[src/rtl/seg_scan_ctrl.sv]
// seg_scan_ctrl: time-multiplexed 7-segment display scanner.
// Each digit owns a slot of SLOT cycles. The first BLANK_CYCLES cycles of a slot are dark
// to suppress ghosting. New display data is double-buffered and only swapped in at frame
// boundaries, so a frame is never shown half-old and half-new.
module seg_scan_ctrl #(
    parameter int DIGITS         = 4,
    parameter int CLK_HZ         = 50000000,
    parameter int SCAN_HZ        = 1000,
    parameter int BLANK_CYCLES   = 50,
    parameter int COM_ACTIVE_LOW = 1,
    parameter int SEG_ACTIVE_LOW = 1
) (
    input  logic                  sysClk,
    input  logic                  sysRst,
    input  logic                  load,
    input  logic [4*DIGITS-1:0]   dataIn,
    input  logic [DIGITS-1:0]     dpIn,
    input  logic [DIGITS-1:0]     blankMask,
    output logic [DIGITS-1:0]     COM,
    output logic [7:0]            SEG,
    output logic                  frameDone
);

    localparam int SLOT = CLK_HZ / SCAN_HZ;
    localparam int CW   = (SLOT > 1) ? $clog2(SLOT) : 1;
    localparam int IW   = (DIGITS > 1) ? $clog2(DIGITS) : 1;

    localparam logic [CW-1:0]     CNT_LAST  = CW'(SLOT - 1);
    localparam logic [CW-1:0]     BLANK_END = CW'(BLANK_CYCLES);
    localparam logic [IW-1:0]     IDX_LAST  = IW'(DIGITS - 1);
    localparam logic [DIGITS-1:0] COM_OFF   = (COM_ACTIVE_LOW != 0) ? '1 : '0;
    localparam logic [7:0]        SEG_OFF   = (SEG_ACTIVE_LOW != 0) ? '1 : '0;

    // Reject configurations that cannot produce a visible drive window.
    generate
        if (BLANK_CYCLES >= SLOT) begin : g_bad_blank
            $error("seg_scan_ctrl: BLANK_CYCLES must be smaller than CLK_HZ/SCAN_HZ");
        end
        if (DIGITS < 2 || DIGITS > 8) begin : g_bad_digits
            $error("seg_scan_ctrl: DIGITS must be in 2..8");
        end
    endgenerate

    typedef enum logic {
        ST_BLANK,
        ST_DRIVE
    } state_t;

    state_t              state_q, state_d;
    logic [CW-1:0]       cnt_q, cnt_d;
    logic [IW-1:0]       idx_q, idx_d;
    logic                frame_end;
    logic                fd_q, fd_d;

    logic [4*DIGITS-1:0] act_data_q, act_data_d;
    logic [DIGITS-1:0]   act_dp_q, act_dp_d;
    logic [DIGITS-1:0]   act_blank_q, act_blank_d;
    logic [4*DIGITS-1:0] sh_data_q, sh_data_d;
    logic [DIGITS-1:0]   sh_dp_q, sh_dp_d;
    logic [DIGITS-1:0]   sh_blank_q, sh_blank_d;
    logic                pend_q, pend_d;

    logic [DIGITS-1:0]   com_q, com_d;
    logic [7:0]          seg_q, seg_d;
    logic [DIGITS-1:0]   com_log;
    logic [7:0]          seg_log;
    logic [3:0]          nibble;

    // Hex digit to logical (active-high) segments g..a.
    function automatic logic [6:0] hex7(input logic [3:0] v);
        logic [6:0] s;
        case (v)
            4'h0: s = 7'h3F;
            4'h1: s = 7'h06;
            4'h2: s = 7'h5B;
            4'h3: s = 7'h4F;
            4'h4: s = 7'h66;
            4'h5: s = 7'h6D;
            4'h6: s = 7'h7D;
            4'h7: s = 7'h07;
            4'h8: s = 7'h7F;
            4'h9: s = 7'h6F;
            4'hA: s = 7'h77;
            4'hB: s = 7'h7C;
            4'hC: s = 7'h39;
            4'hD: s = 7'h5E;
            4'hE: s = 7'h79;
            default: s = 7'h71;
        endcase
        return s;
    endfunction

    assign frame_end = (cnt_q == CNT_LAST) && (idx_q == IDX_LAST);

    // Slot/digit counters and the BLANK/DRIVE phase that the next counter value falls into.
    always_comb begin
        cnt_d = cnt_q + 1'b1;
        idx_d = idx_q;
        if (cnt_q == CNT_LAST) begin
            cnt_d = '0;
            idx_d = (idx_q == IDX_LAST) ? '0 : idx_q + 1'b1;
        end
        state_d = (cnt_d < BLANK_END) ? ST_BLANK : ST_DRIVE;
        fd_d    = frame_end;
    end

    // Shadow/active double buffer; a load coinciding with the frame boundary bypasses the shadow.
    always_comb begin
        act_data_d  = act_data_q;
        act_dp_d    = act_dp_q;
        act_blank_d = act_blank_q;
        sh_data_d   = sh_data_q;
        sh_dp_d     = sh_dp_q;
        sh_blank_d  = sh_blank_q;
        pend_d      = pend_q;
        if (load) begin
            sh_data_d  = dataIn;
            sh_dp_d    = dpIn;
            sh_blank_d = blankMask;
            if (frame_end) begin
                act_data_d  = dataIn;
                act_dp_d    = dpIn;
                act_blank_d = blankMask;
                pend_d      = 1'b0;
            end else begin
                pend_d = 1'b1;
            end
        end else if (frame_end && pend_q) begin
            act_data_d  = sh_data_q;
            act_dp_d    = sh_dp_q;
            act_blank_d = sh_blank_q;
            pend_d      = 1'b0;
        end
    end

    // Logical COM/SEG for the current slot, then polarity adjustment before registering.
    always_comb begin
        com_log = '0;
        seg_log = '0;
        nibble  = act_data_q[{idx_q, 2'b00} +: 4];
        if (state_q == ST_DRIVE) begin
            com_log[idx_q] = 1'b1;
            if (!act_blank_q[idx_q]) begin
                seg_log = {act_dp_q[idx_q], hex7(nibble)};
            end
        end
        com_d = (COM_ACTIVE_LOW != 0) ? ~com_log : com_log;
        seg_d = (SEG_ACTIVE_LOW != 0) ? ~seg_log : seg_log;
    end

    // State, counters, buffers and registered outputs.
    always_ff @(posedge sysClk or negedge sysRst) begin
        if (!sysRst) begin
            state_q     <= ST_BLANK;
            cnt_q       <= '0;
            idx_q       <= '0;
            fd_q        <= 1'b0;
            act_data_q  <= '0;
            act_dp_q    <= '0;
            act_blank_q <= '0;
            sh_data_q   <= '0;
            sh_dp_q     <= '0;
            sh_blank_q  <= '0;
            pend_q      <= 1'b0;
            com_q       <= COM_OFF;
            seg_q       <= SEG_OFF;
        end else begin
            state_q     <= state_d;
            cnt_q       <= cnt_d;
            idx_q       <= idx_d;
            fd_q        <= fd_d;
            act_data_q  <= act_data_d;
            act_dp_q    <= act_dp_d;
            act_blank_q <= act_blank_d;
            sh_data_q   <= sh_data_d;
            sh_dp_q     <= sh_dp_d;
            sh_blank_q  <= sh_blank_d;
            pend_q      <= pend_d;
            com_q       <= com_d;
            seg_q       <= seg_d;
        end
    end

    assign COM       = com_q;
    assign SEG       = seg_q;
    assign frameDone = fd_q;

endmodule

[config.mk]
export PLATFORM = sky130hd
export DESIGN_NAME = seg_scan_ctrl
export DESIGN_NICKNAME = d
export VERILOG_FILES = /design/src/rtl/seg_scan_ctrl.sv
export SDC_FILE = /design/constraint.sdc
export NUM_CORES = 1
export LEC_CHECK = 0
export CAP_MARGIN = 20
export CORE_MARGIN = 2
export CORE_UTILIZATION = 45
export CTS_CLUSTER_SIZE = 40
export DETAILED_ROUTE_END_ITERATION = 7
export PLACE_DENSITY = 0.66
export SLEW_MARGIN = 40
export SYNTH_ARGS = -nofsm -noshare
export SYNTH_HDL_FRONTEND = slang
export SYNTH_SLANG_ARGS = --single-unit
export TNS_END_PERCENT = 20
[constraint.sdc]
create_clock -name sysClk -period 2.8 [get_ports sysClk]
set_input_delay 0.28 -clock sysClk [delete_from_list [all_inputs] [get_ports sysClk]]
set_output_delay 0.28 -clock sysClk [all_outputs]
set_load 0.01 [all_outputs]
======== After elaboration in Yosys (flattened, before gate mapping) ========
Memories as Yosys holds them, arrays and structs flattened.
Index checks and enable logic that the tools add are counted.
storage, ports and cells
  bits in registers ....................... 81
  ROM bits ................................ 112
  input port bits ......................... 27
  output and inout bits ................... 13
  logic and storage cells ................. 54
  memories kept ........................... 1
cells by class
  add/subtract/negate cells ............... 2
  order comparisons ....................... 3
  equal/unequal tests ..................... 3
  shift-type cells ........................ 1
  muxes and demuxes ....................... 24
  bitwise logic cells ..................... 2
  reductions and logical operators ........ 5
memories
  memory            depth  width  read ports  clocked after memory_dff  wr ports  line  source
  (name not given)  16     7      1           0                         0         72    case (v)
operator list
  cell                   number
  $mux 16                4
  $mux 4                 7
  $add 16x1->16 const B  1
  $eq 16x16->1 const B   1
  $lt 16x6->1 const B    1
  $mux 8                 2
  $shiftx 16x5->4        1
  $not 8->8              1
  $mux 1                 7
  $bmux 1 s2             2
  $not 4->4              1
  $logic_and 1x1->1      3
  $lt 2x3->1 const B     1
  $add 2x1->2 const B    1
  $demux 1 s2            1
  $eq 2x2->1 const B     1
  $ge 2x1->1 const B     1
  $mux 2                 1
  $ne 2x1->1 const B     1
  $reduce_and 2->1       1
  $reduce_bool 2->1      1

======== Logic depth before layout (Yosys ltp) ========
Gate-level depths: netlist of run 1.
  word-level depth ........................ 6
  gate-level depth with buffers ........... 8
  depth with buffers taken out ............ 7

======== Worst setup path after synthesis of run 1 ========
OpenSTA, ideal clock, no wires.
  path kind ............................... register to register
  from .................................... register cnt_q[7]
  to ...................................... register act_data_q[0]
  setup time .............................. 125 ps
  data arrival time ....................... 2,274 ps
  required time ........................... 2,675 ps
  setup slack ............................. 401 ps
  cell stages (with the launch flop) ...... 9
  buffers on the path ..................... 2
  clock period less this slack ............ 2,399 ps
  path through ............................ dfrtp_1 -> buf_2 -> or3_1 -> or4_4 -> nor3_4 -> and2_4 -> o21ai_4 -> buf_6 -> mux2_4
on the way
  word-level cells in the longest chain between the ends .. 5
  elaborated cells on any way between the ends .. 6
  those cells by class .................... eq/ne: 2; reduce/logical: 4
RTL lines
  what                                 line  source
  start: declaration                   50    logic [CW-1:0] cnt_q, cnt_d;
  start signal: assignment             169   cnt_q <= cnt_d;
  $eq 16x16->1 *                       93    assign frame_end = (cnt_q == CNT_LAST) && (idx_q == IDX_LAST);
  $logic_and 1x1->1 *                  93
  net fd_d                             53    logic fd_q, fd_d;
  $logic_and 1x1->1                    128   end else if (frame_end && pend_q) begin
  $reduce_bool 2->1 (no source line)   -
  $reduce_and 2->1 (no source line) *  -
  end signal: assignment               172   act_data_q <= act_data_d;
  end: declaration                     55    logic [4*DIGITS-1:0] act_data_q, act_data_d;
Mark *: on every way through the listed nets, which the timed path passes. The rest lies on a longest branch.
A chain may end at the register's enable or synchronous reset.

======== Final worst setup path of run 1 ========
  from .................................... register cnt_q[7]
  to ...................................... register act_data_q[13]
Same word-level chain as after synthesis.

==> key figures, run 1 <==
Cells and area
  • Most frequent cells in the layout: 69 x dfrtp_1, 38 x clkdlybuf4s50_1, 28 x mux2_2, 27 x nand2_1, 20 x mux2_4
  • Commonest non-fill, non-tap cell in the layout: dfrtp_1
  • Layout net count: 365
  • Layout cells sized above 1: a little over a quarter
  • # diodes: 0
  • Area growth, synth to finish: 19.0%

Synthesis
  • Seq/Total Area, Yosys: 54.8%
  • Synth Warn #: 0
  • Mapped Cells: 288
  • Mapped cell area: about 3700 µm²
  • Post-Syn Area per Cell: around 13 µm²
  • Fraction of registers with async set/reset: 100%
  • Yosys reg bits: 81
  • EDFF count, synth: 0
  • Netlist cell types: 44
  • Syn Nets: 325
  • Main synth FF type: dfrtp_1

Drt
  • DR pass1 iterations: 4
  • Antenna-violating nets left: 0
  • Via density per instance: 5.15
  • Vias: between 2000 and 2500
  • Routed WL per cell: 14.4 µm
  • # DRC: 0
  • Iter 0 DRT Violations: 62
  • Total wire length: around 6.3 mm

Pwr
  • LEAKAGE: 1.97 nW
  • Peak supply drop: roughly 210 µV
  • PwrDens: 496 nW/µm²

Global routing
  • First-pass GRT wire length: 10.6 mm
  • Largest net degree at the start of global routing: 82
  • Initial antenna violation count: 0
  • GRT Util Overall: approximately 15%
  • Vias in the first global route: between 2000 and 2500
  • GRT Residual Overflow: 0

STA
  • Period utilisation layout: 93.4%
  • Post-route worst setup slack: approximately 0.18 ns
  • Slew headroom: about 52%
  • Setup Viol. Count Final: 0
  • Setup_tns: 0 ns
  • Setup Skew: around 0.014 ns
  • Final Max Slew Viols: 0
  • Slew @ Worst Pin: 0.721 ns
  • Hold_ws: about 0.5 ns
  • Final Hold Vio Count: 0
  • Tmin final: 2.62 ns
  • RSZ-0062 raised after global routing: false
  • F_max: around 0.38 GHz

Worst setup path
  • Startpoint types: register
  • Worst reg2reg path depth: 8
  • Worst setup path start: cnt_q[7]
  • Kind of critical path: register to register
  • Crit path capture: act_data_q[13]
  • Highest net fanout along the worst path: 10
  • Reg2Reg Capture Point: act_data_q[13]
  • WP data required: 3.03 ns
  • Worst R2R Start: cnt_q[7]
  • Crit. End Element: register
  • Worst endpoint data arrival time: 2.84 ns
  • Flop2flop setup slack: 0.18 ns

Floorplanning
  • Die Ht: 95.0 µm
  • FP Rows: 33
  • Die W: 95.0 µm
  • Num ports: 40
  • Die area: 9020 µm²
  • Starting Density: between 40% and 50%
  • Core area: 8130 µm²

Clock network
  • CTS Root Cell: clkbuf_8
  • Clk_lat worst skew: ~0.35 ns
  • Worst-path clk slew: ~0.08 ns
  • Inserted Clock Buffers: 9
  • Num Clock Sinks: 81
  • CTS Buffer Depth: 2
  • CTS tree: yes
  • H-Tree Depth: 3

Run status
  • Status: finished, final reports clean

Placement
  • HPWL Detailed: about 4.4 mm
  • Final Wtd Congestion: 0.826
  • Worst slack, placed: approximately 0.18 ns
  • Number of I/O port buffers: 39

Job
  • Max-cap violations: 0

Min path
  • Worst hold path type: register to register
  • Min-Delay Startpoint: cnt_q[0]
  • Hold path depth: 1
## area by class of cell
type                            count  area, µm²
Inverter                            7       26.3
Clock buffer                       11        141
Tap cell                          105        131
Timing Repair Buffer               44        447
Multi-Input combinational cell    185       1580
Sequential cell                    81       2040
Fill cell                         693       3700
Clock inverter                      5       62.6
## metrics by stage
stage               instance area (µm²)  power [W]  util (%)  instances
floorplan                          3730    0.00128         -        288
global placement                   4190    0.00135      51.5        419
detailed placement                 4220    0.00136      51.9        421
CTS                                4430    0.00223      54.5        438
global route                       4430    0.00230      54.5        438
finish                             4430    0.00220      54.5        438
## synthesized netlist by cell type (3+ instances only)
cell,n,area (µm²)
dfrtp_1,69,1730
mux2_2,28,315
nand2_1,27,101
mux2_4,20,300
nor2_1,14,52.6
dfstp_2,12,315
ha_1,10,125
clkbuf_1,9,33.8
o21ai_0,8,40.0
xor2_1,8,70.1
inv_1,7,26.3
nand3_1,7,35.0
nor3_1,6,30.0
xnor2_1,6,52.6
a21oi_1,5,25.0
mux4_2,5,113
nor2b_1,4,25.0
or3_1,4,25.0
mux2i_1,3,30.0
o221ai_1,3,26.3
## power by group
group	total, W	switching, W	internal (W)
Combinational	0.000120	0.0000542	0.0000659
Sequential	0.00121	0.00000715	0.00120
Clock	0.000868	0.000425	0.000443
## cells by family (layout without fill, tap and decap cells)
logic type	count (synthesis)	after routing	share of synthesized area [%]
fa+ha+maj	10	10	3.36
compound gates	27	27	4.87
mux	56	56	20.3
flops	81	81	54.8
simple gates	78	78	10.6
buf+inv	22	67	2.69
xor+xnor	14	14	3.29
## critical path: stages (launching register included)
cell and delay (ns):
dfrtp_1 0.45, or3_1 0.36, or4_4 0.55, nor3_4 0.19
and2_4 0.19, o21ai_4 0.11, buf_8 0.18, buf_8 0.15
mux2_4 0.29
## worst min-delay path by stage
stage,slack (ns),to
global placement,0.47,cnt_q[0]
CTS,0.49,cnt_q[0]
detailed placement,0.37,sh_dp_q[2]
floorplan,-0.02,act_blank_q[0]
finish,0.49,cnt_q[0]
global route,0.51,cnt_q[0]
## sequential cells by signal, indices dropped and copies added, names as in the netlist
register and count:
COM 4, SEG 8, act_blank_q 4, act_data_q 16, act_dp_q 4, cnt_q 16, frameDone 1, idx_q 2
pend_q 1, sh_blank_q 4, sh_data_q 16, sh_dp_q 4, state_q 1
## what timing repair did
action	in CTS	in global routing
hold endpoints to repair	56	0
setup buffers	0	0
resized for setup	0	0
hold buffers	1	0
## routing by layer
layer	global-route usage, %	routed length (µm)
met4	6.04	97
met2	23.5	2900
met1	21.1	3050
met3	4.39	279
met5	0	0
No activity file was read; power rests on OpenSTA's default activity.
==> inputs of run 2 (changes only) <==
--- a/config.mk
+++ b/config.mk
@@ -5,7 +5,7 @@
 export SDC_FILE = /design/constraint.sdc
 export NUM_CORES = 1
 export LEC_CHECK = 0
-export CAP_MARGIN = 20
+export CAP_MARGIN = 0
 export CORE_MARGIN = 2
 export CORE_UTILIZATION = 45
 export CTS_CLUSTER_SIZE = 40
==> results of run 2 <==
Final layout, timing and power as in run 1 (identical DEF).
